`src/rtl/memory_access_pkg.sv`:
```
// Shared types for the memory-access pipeline stage: FSM states and the
// control bundle carried from execute through M into writeback.
package memory_pkg;

    typedef enum logic {IDLE, ACCESS} state_t;

    typedef struct packed {
        logic       branch;
        logic       mem_read;
        logic       mem_write;
        logic       reg_write;
        logic       mem_to_reg;
        logic [4:0] rd;
    } ctrl_t;

    function automatic logic is_mem(input ctrl_t c);
        return c.mem_read | c.mem_write;
    endfunction

endpackage

```
`src/rtl/memory_access_exmem_reg.sv`:
```
// Enable-qualified pipeline register with synchronous active-low reset;
// used for both the M and W stage registers.
module exmem_reg #(
    parameter int W = 1
) (
    input  logic         clk,
    input  logic         reset,
    input  logic         en,
    input  logic [W-1:0] d,
    output logic [W-1:0] q
);

    always_ff @(posedge clk) begin
        if (!reset)  q <= '0;
        else if (en) q <= d;
    end

endmodule

```
`src/rtl/memory_access.sv`:
```
// Memory-access pipeline stage: M register, data-memory handshake FSM and W register.
// Optional feature macro: MEM_MISALIGN_CHECK_EN (misaligned memory ops retire without access).
module memory_access
    import memory_pkg::*;
#(
    parameter int N = 64
) (
    input  logic         clk,
    input  logic         reset,
    input  logic         valid_E,
    input  logic [N-1:0] aluResult_E,
    input  logic [N-1:0] writeData_E,
    input  logic [N-1:0] PCBranch_E,
    input  logic         zero_E,
    input  logic         Branch_E,
    input  logic         MemRead_E,
    input  logic         MemWrite_E,
    input  logic         regWrite_E,
    input  logic         memtoReg_E,
    input  logic [4:0]   rd_E,
    output logic         ready_E,
    output logic         PCSrc_M,
    output logic [N-1:0] PCBranch_M,
    output logic         dm_req,
    output logic         dm_we,
    output logic [N-1:0] dm_addr,
    output logic [N-1:0] dm_wdata,
    input  logic         dm_ack,
    input  logic [N-1:0] dm_rdata,
    output logic         valid_W,
    output logic         regWrite_W,
    output logic         memtoReg_W,
    output logic [4:0]   rd_W,
    output logic [N-1:0] aluResult_W,
    output logic [N-1:0] readData_W
`ifdef MEM_MISALIGN_CHECK_EN
    ,
    output logic         misalign_W
`endif
);

    typedef struct packed {
        logic         valid;
        ctrl_t        ctrl;
        logic         zero;
        logic [N-1:0] alu;
        logic [N-1:0] wdata;
        logic [N-1:0] pcb;
    } m_t;

    typedef struct packed {
        logic         reg_write;
        logic         mem_to_reg;
        logic [4:0]   rd;
        logic [N-1:0] alu;
        logic [N-1:0] rdata;
    } w_t;

    state_t state;
    m_t     m_d, m_q;
    w_t     w_d, w_q;
    logic   access;
    logic   go_access;
    logic   retire;
    logic   misalign_E;
    logic   misalign_M;

    assign access  = (state == ACCESS);
    assign ready_E = !(access && !dm_ack);
    // An instruction leaves M on any edge where the stage is not stalled.
    assign retire  = m_q.valid && ready_E;

`ifdef MEM_MISALIGN_CHECK_EN
    assign misalign_E = (aluResult_E[2:0] != 3'b000);
    assign misalign_M = is_mem(m_q.ctrl) && (m_q.alu[2:0] != 3'b000);
`else
    assign misalign_E = 1'b0;
    assign misalign_M = 1'b0;
`endif

    assign go_access = valid_E && (MemRead_E || MemWrite_E) && !misalign_E;

    always_ff @(posedge clk) begin
        if (!reset)       state <= IDLE;
        else if (ready_E) state <= go_access ? ACCESS : IDLE;
    end

    always_comb begin
        m_d                 = '0;
        m_d.valid           = valid_E;
        m_d.ctrl.branch     = Branch_E;
        m_d.ctrl.mem_read   = MemRead_E;
        m_d.ctrl.mem_write  = MemWrite_E;
        m_d.ctrl.reg_write  = regWrite_E;
        m_d.ctrl.mem_to_reg = memtoReg_E;
        m_d.ctrl.rd         = rd_E;
        m_d.zero            = zero_E;
        m_d.alu             = aluResult_E;
        m_d.wdata           = writeData_E;
        m_d.pcb             = PCBranch_E;
    end

    exmem_reg #(.W($bits(m_t))) u_m_reg (
        .clk   (clk),
        .reset (reset),
        .en    (ready_E),
        .d     (m_d),
        .q     (m_q)
    );

    // Write wins when both read and write are set, so read data is zeroed.
    always_comb begin
        w_d            = '0;
        w_d.reg_write  = m_q.ctrl.reg_write && !misalign_M;
        w_d.mem_to_reg = m_q.ctrl.mem_to_reg;
        w_d.rd         = m_q.ctrl.rd;
        w_d.alu        = m_q.alu;
        if (access && m_q.ctrl.mem_read && !m_q.ctrl.mem_write)
            w_d.rdata = dm_rdata;
    end

    exmem_reg #(.W($bits(w_t))) u_w_reg (
        .clk   (clk),
        .reset (reset),
        .en    (retire),
        .d     (w_d),
        .q     (w_q)
    );

    exmem_reg #(.W(1)) u_w_valid (
        .clk   (clk),
        .reset (reset),
        .en    (1'b1),
        .d     (retire),
        .q     (valid_W)
    );

`ifdef MEM_MISALIGN_CHECK_EN
    exmem_reg #(.W(1)) u_w_misalign (
        .clk   (clk),
        .reset (reset),
        .en    (1'b1),
        .d     (retire && misalign_M),
        .q     (misalign_W)
    );
`endif

    assign PCSrc_M     = m_q.valid && m_q.ctrl.branch && m_q.zero;
    assign PCBranch_M  = m_q.pcb;
    assign dm_req      = access;
    assign dm_we       = access && m_q.ctrl.mem_write;
    assign dm_addr     = m_q.alu;
    assign dm_wdata    = m_q.wdata;

    assign regWrite_W  = w_q.reg_write;
    assign memtoReg_W  = w_q.mem_to_reg;
    assign rd_W        = w_q.rd;
    assign aluResult_W = w_q.alu;
    assign readData_W  = w_q.rdata;

endmodule

```
`config.mk`:
```
export PLATFORM = sky130hd
export DESIGN_NAME = memory_access
export DESIGN_NICKNAME = d
export VERILOG_FILES = /design/src/rtl/memory_access_pkg.sv /design/src/rtl/memory_access_exmem_reg.sv /design/src/rtl/memory_access.sv
export SDC_FILE = /design/constraint.sdc
export NUM_CORES = 1
export LEC_CHECK = 0
export ABC_AREA = 0
export BUFFER_PORTS_ARGS = -buffer_cell sky130_fd_sc_hd__clkbuf_2
export CAP_MARGIN = 20
export CORE_AREA = 2 2 231 233
export CTS_BUF_LIST = sky130_fd_sc_hd__clkbuf_4 sky130_fd_sc_hd__clkbuf_8
export CTS_CLUSTER_SIZE = 16
export DETAILED_ROUTE_END_ITERATION = 12
export DIE_AREA = 0 0 233 235
export PLACE_DENSITY_LB_ADDON = 0.05
export SYNTH_ARGS = -nofsm -noshare
export SYNTH_HDL_FRONTEND = slang
export SYNTH_HIERARCHICAL = 1
export SYNTH_SLANG_ARGS = --single-unit
export TNS_END_PERCENT = 20
```
`constraint.sdc`:
```
create_clock -name clk -period 1.2 [get_ports clk]
set_input_delay 0.06 -clock clk [delete_from_list [all_inputs] [get_ports clk]]
set_output_delay 0.06 -clock clk [all_outputs]
set_load 0.01 [all_outputs]
```
# Word-level counts from Yosys, hierarchy flattened
# Index checks and enable logic that the tools add are counted.
classes:
  reduce_logical: 12
  n_mux: 2
op_table:
  columns: ["cell", "n"]
  rows:
  - ["64-bit 2-to-1 mux", 1]
  - ["1-bit logical AND", 8]
  - ["1-bit zero test", 3]
  - ["1-bit logical OR", 1]
  - ["1-bit 2-to-1 mux", 1]
word_totals:
  register_bits: 341
  output_inout_bits: 332
  in_bits: 271
  wordCells: 18

# Longest topological paths before layout
logic_depth:
  word_depth: 4
  ltp_mapped: 7
  ltp_nobuf: 4

# Modules after synthesis
# The synthesis kept the hierarchy.
by_module_without_submodules:
  columns: ["mod", "seq_area_each_um2", "cells_each", "instances", "area_per_inst_um2"]
  rows:
  - ["exmem_reg (u_m_reg)", 4083.9, 657, 1, 7753.7]
  - ["exmem_reg (u_w_reg)", 2702.6, 435, 1, 5092.4]
  - ["memory_access", 20.0, 80, 1, 549.3]
  - ["exmem_reg (u_w_valid)", 20.0, 3, 1, 36.3]

# Least setup slack after synthesis
# Ideal clock, no wire load.
synth_timing:
  path_type: "register -> register"
  from: "register state, in the netlist dm_req"
  to: "register u_w_reg.q[100]"
  path_stages_with_launch: 8
  required_ps: 1084
  path_buffers: 3
  t_arrival_ps: 1352
  setup_slack_ps: -269
  period_less_slack_ps: 1469
  setup_time_ps: 116
  cell_sequence: "dfxtp_1 nand2b_1 and2_1 buf_4 buf_6 buf_6 mux2i_1 nor2b_1"
synth_via:
  elab_chain_len: 3
synth_lines:
  columns: ["element", "line", "rtl"]
  rows:
  - ["from (decl)", "memory_access.sv:59", "state_t state;"]
  - ["from (signal assigned)", "memory_access.sv:85", "else if (ready_E) state <= go_access ? ACCESS : IDLE;"]
  - ["1-bit logical AND", "memory_access.sv:69", "assign ready_E = !(access && !dm_ack);"]
  - ["1-bit zero test", "memory_access.sv:69", null]
  - ["named net ready_E", "memory_access.sv:21", "output logic ready_E,"]
  - ["1-bit logical AND", "memory_access.sv:71", "assign retire = m_q.valid && ready_E;"]
  - ["named net retire", "memory_access.sv:64", "logic retire;"]
  - ["to (signal assigned)", "memory_access_exmem_reg.sv:14", "if (!reset) q <= '0;"]
  - ["to (signal assigned)", "memory_access_exmem_reg.sv:15", "else if (en) q <= d;"]
  - ["to (decl)", "memory_access_exmem_reg.sv:10", "output logic [W-1:0] q"]
# The timed path passes the listed nets, and every way through them passes these cells.
# A chain may end at the register's enable or synchronous reset.

# Worst setup path in the final report
layout_timing:
  from: "register state, in the netlist dm_req"
  to: "register u_w_reg.q[8]"
layout_via:
  elab_chain_len: 3
  word_cells_on_any_way: 6
  cone_classes: "mux: 1; reduce/logical: 5"
layout_lines:
  columns: ["element", "line"]
  rows:
  - ["1-bit logical AND", "memory_access.sv:69"]
  - ["1-bit zero test", "memory_access.sv:69"]
  - ["1-bit logical AND", "memory_access.sv:71"]
  - ["named net retire", "memory_access.sv:64"]
# The timed path passes the listed nets, and every way through them passes these cells.

==> flow_results.xml <==
<?xml version="1.0" encoding="UTF-8"?>
<metrics>
  <group name="routing">
    <metric name="detail_route.first_pass.iterations" unit="">4</metric>
    <metric name="drt_iter0_drc" unit="">262</metric>
    <metric name="route.antenna.remaining_nets" unit="">0</metric>
    <metric name="wl_per_cell" unit="µm">17.55</metric>
    <metric name="remaining_drc_errors" unit="">0</metric>
    <metric name="postRouteWirelength" unit="µm">49520</metric>
    <metric name="routed-via-count" unit="">11420</metric>
    <metric name="via_per_inst" unit="">4.048</metric>
  </group>
  <group name="floorplan">
    <metric name="core" unit="µm²">52240</metric>
    <metric name="num_rows" unit="">84</metric>
    <metric name="dieHeight" unit="µm">235</metric>
    <metric name="io_pins" unit="">603</metric>
    <metric name="area_of_the_die" unit="µm²">54760</metric>
    <metric name="start_util" unit="">0.2571</metric>
    <metric name="die-width" unit="µm">233</metric>
  </group>
  <group name="pwr">
    <metric name="p_total" unit="mW">28.06</metric>
    <metric name="peakVddDrop" unit="mV">0.7093</metric>
    <metric name="pwr_density_cell" unit="nW/µm²">1207</metric>
    <metric name="power_leakage" unit="nW">11.31</metric>
  </group>
  <group name="synth">
    <metric name="seq_cells_post_synth" unit="">341</metric>
    <metric name="ys_warn_count" unit="">6</metric>
    <metric name="synth_cell_types" unit="">15</metric>
    <metric name="netlist_area" unit="µm²">13430</metric>
    <metric name="synthesis.nets" unit="">1446</metric>
    <metric name="netlist.top_cell.by_area" unit="">sky130_fd_sc_hd__dfxtp_1</metric>
    <metric name="synth-seq-area-share" unit="">0.5082</metric>
    <metric name="synth_top_cell_area_share" unit="">0.5082</metric>
    <metric name="synth_area_per_cell" unit="µm²">11.43</metric>
    <metric name="synth_cells" unit="">1175</metric>
    <metric name="synth.area.top_cells" unit="">sky130_fd_sc_hd__dfxtp_1, sky130_fd_sc_hd__mux2i_1, sky130_fd_sc_hd__nor2b_1, sky130_fd_sc_hd__and2_1, sky130_fd_sc_hd__buf_6</metric>
  </group>
  <group name="layout">
    <metric name="postLayoutCoreUtil" unit="">0.4451</metric>
    <metric name="layout_common_cells" unit="">sky130_fd_sc_hd__clkbuf_2, sky130_fd_sc_hd__nor2b_1, sky130_fd_sc_hd__mux2i_1</metric>
    <metric name="finished_layout_cell_area" unit="µm²">23250</metric>
    <metric name="post_route_cells_drive_above_1_share" unit="">0.4601</metric>
    <metric name="num-nets-final" unit="">2366</metric>
    <metric name="stdcell_count" unit="">2822</metric>
    <metric name="syn2layout_area_growth" unit="%">73.10</metric>
    <metric name="fill_cells" unit="">5090</metric>
    <metric name="layout.cells.most_common" unit="">sky130_fd_sc_hd__clkbuf_2</metric>
  </group>
  <group name="sta">
    <metric name="setup_violations" unit="">324</metric>
    <metric name="worst_slack" unit="ns">-0.3042</metric>
    <metric name="setup_tns" unit="ns">-49.32</metric>
    <metric name="rsz0062_at_grt" unit="">yes</metric>
    <metric name="timing.fmax" unit="GHz">0.6648</metric>
    <metric name="finalHoldWorstSlack" unit="ns">0.2313</metric>
    <metric name="slew_viol_final" unit="">0</metric>
    <metric name="fin_crit" unit="ns">1.504</metric>
    <metric name="finalClockSkew" unit="ns">0.01932</metric>
    <metric name="hold_viol_final" unit="">0</metric>
    <metric name="final.period_utilization" unit="">1.253</metric>
  </group>
  <group name="clocking">
    <metric name="cts_htree_levels" unit="">3</metric>
    <metric name="clkLatencyLatePin" unit="ns">0.61</metric>
    <metric name="cts_tree" unit="">yes</metric>
    <metric name="cts-root-buf" unit="">sky130_fd_sc_hd__clkbuf_8</metric>
    <metric name="cts_max_path_buffers" unit="">3</metric>
    <metric name="cts_buffers" unit="">66</metric>
    <metric name="tritoncts_num_sinks" unit="">341</metric>
    <metric name="cts.clk_slew.worst_paths" unit="ns">0.06</metric>
  </group>
  <group name="status">
    <metric name="status" unit="">complete, but fails checks</metric>
    <metric name="failed_checks" unit="">setup timing</metric>
  </group>
  <group name="grt">
    <metric name="grt.overflow.total" unit="">0</metric>
    <metric name="grt_pass1_vias" unit="">12000</metric>
    <metric name="grt_pass1_wl" unit="µm">72690</metric>
    <metric name="globalRouteTotalUtil" unit="">0.1734</metric>
    <metric name="antenna_violations_before_repair" unit="">4</metric>
    <metric name="grt_max_degree" unit="">71</metric>
  </group>
  <group name="placement">
    <metric name="dpl_worst_slack" unit="ns">-0.1522</metric>
    <metric name="count_of_port_buffers_added_during_placement" unit="">602</metric>
    <metric name="gp_routability_congestion" unit="">0.7681</metric>
    <metric name="placed_cell_area" unit="µm²">17300</metric>
    <metric name="place_inst" unit="">2422</metric>
    <metric name="post-dp-hpwl" unit="µm">34400</metric>
  </group>
  <group name="critical_path">
    <metric name="arrival" unit="ns">2.01</metric>
    <metric name="timing.critical_path.fanout_max" unit="">5</metric>
    <metric name="critPathCaptureType" unit="">flip-flop</metric>
    <metric name="timing.critical_path.from_type" unit="">flip-flop</metric>
    <metric name="worst-r2r-cell-count" unit="">8</metric>
    <metric name="regToRegSetupSlack" unit="ns">-0.30</metric>
    <metric name="worstPathRequired" unit="ns">1.71</metric>
    <metric name="startpoint_of_the_worst_slack_reg_to_reg_timing_path" unit="">dm_req$_SDFFE_PN0N_</metric>
    <metric name="worstSetupPathType" unit="">reg2reg</metric>
    <metric name="r2r_end" unit="">u_w_reg/q[8]$_SDFFE_PN0P_</metric>
  </group>
  <group name="worst_hold_path">
    <metric name="min_to" unit="">u_m_reg/q[175]$_SDFFE_PN0P_</metric>
    <metric name="hold_path_startpoint" unit="">dm_ack</metric>
    <metric name="hold-path-cell-count" unit="">7</metric>
    <metric name="hp-class" unit="">in2reg</metric>
  </group>
  <group name="job">
    <metric name="number_of_max_cap_violations" unit="">0</metric>
  </group>
</metrics>
report_power, final:
part	switching, mW	leakage, nW	internal [mW]
sequential	0.369	2.88	11.9
combinational	1.78	7.78	2.70
clock	5.02	0.649	6.26
synthesized netlist by cell type, drive strengths merged:
| library cell | n |
|---|---|
| dfxtp | 341 |
| o21ai | 1 |
| and3b | 1 |
| clkbuf | 33 |
| nand2b | 1 |
| and3 | 1 |
| mux2i | 340 |
| buf | 49 |
| nor2b | 340 |
| conb | 1 |
| and2 | 66 |
| a21boi | 1 |
registers in the layout, summed over array words and instances, names as in the netlist:
name,flops
u_m_reg/q,204
u_w_reg/q,135
dm_req,1
u_w_valid/q,1
worst max-delay path: stages (launching register included):
cell and delay, ns:
sky130_fd_sc_hd__dfxtp_4 0.35, sky130_fd_sc_hd__nand2b_4 0.08, sky130_fd_sc_hd__buf_6 0.10, sky130_fd_sc_hd__and2_4 0.21
sky130_fd_sc_hd__buf_12 0.16, sky130_fd_sc_hd__buf_12 0.12, sky130_fd_sc_hd__buf_16 0.12, sky130_fd_sc_hd__mux2i_2 0.20
sky130_fd_sc_hd__nor2b_1 0.06
what timing repair did:
| action | CTS | global route |
|---|---|---|
| resized for setup | 226 | 443 |
| endpoints found under the hold margin | 292 | 0 |
| gates cloned | 8 | 4 |
| hold buffers | 270 | 0 |
| setup buffers | 14 | 1 |
| endpoints found under the setup margin | 635 | 616 |
final cells by class:
cell class,count,area (µm²),share of cell area
multi-input combinational,752,6011,0.2585
timing repair buffer,934,8013,0.3446
tap,688,860.8,0.03703
antenna,4,10.01,0.0004305
clock buffer,95,1182,0.05086
sequential,341,7116,0.3060
clock inverter,8,57.56,0.002476
per-layer routing:
metal,global-route usage,up-vias,share of wire
met5,0,-,0.00030
met4,0.06659,2,0.026
met3,0.05534,78,0.077
met2,0.3103,385,0.50
met1,0.1886,5255,0.39
li1,-,5704,-
worst max-delay path by stage:
stage                                    from                     endpoint  slack (ns)
final                     dm_req$_SDFFE_PN0N_    u_w_reg/q[8]$_SDFFE_PN0P_       -0.30
after floorplan           dm_req$_SDFFE_PN0N_  u_w_reg/q[100]$_SDFFE_PN0P_       -0.12
after detailed placement  dm_req$_SDFFE_PN0N_   u_w_reg/q[20]$_SDFFE_PN0P_       -0.15
after CTS                 dm_req$_SDFFE_PN0N_                      ready_E       -0.32
after global routing      dm_req$_SDFFE_PN0N_    u_w_reg/q[8]$_SDFFE_PN0P_       -0.40
after global placement    dm_req$_SDFFE_PN0N_   u_w_reg/q[23]$_SDFFE_PN0P_       -0.12
kinds of logic (layout without fill, tap and decap cells):
group	count (synthesis)	after routing	synth area share
buffers and inverters	82	1037	0.04648
AOI/OAI and AO/OA	2	2	0.0009314
muxes	340	340	0.2534
DFF	341	341	0.5082
other	1	5	0.0002792
and+or+nand+nor	409	409	0.1907
(Power assumes the default switching activity.)
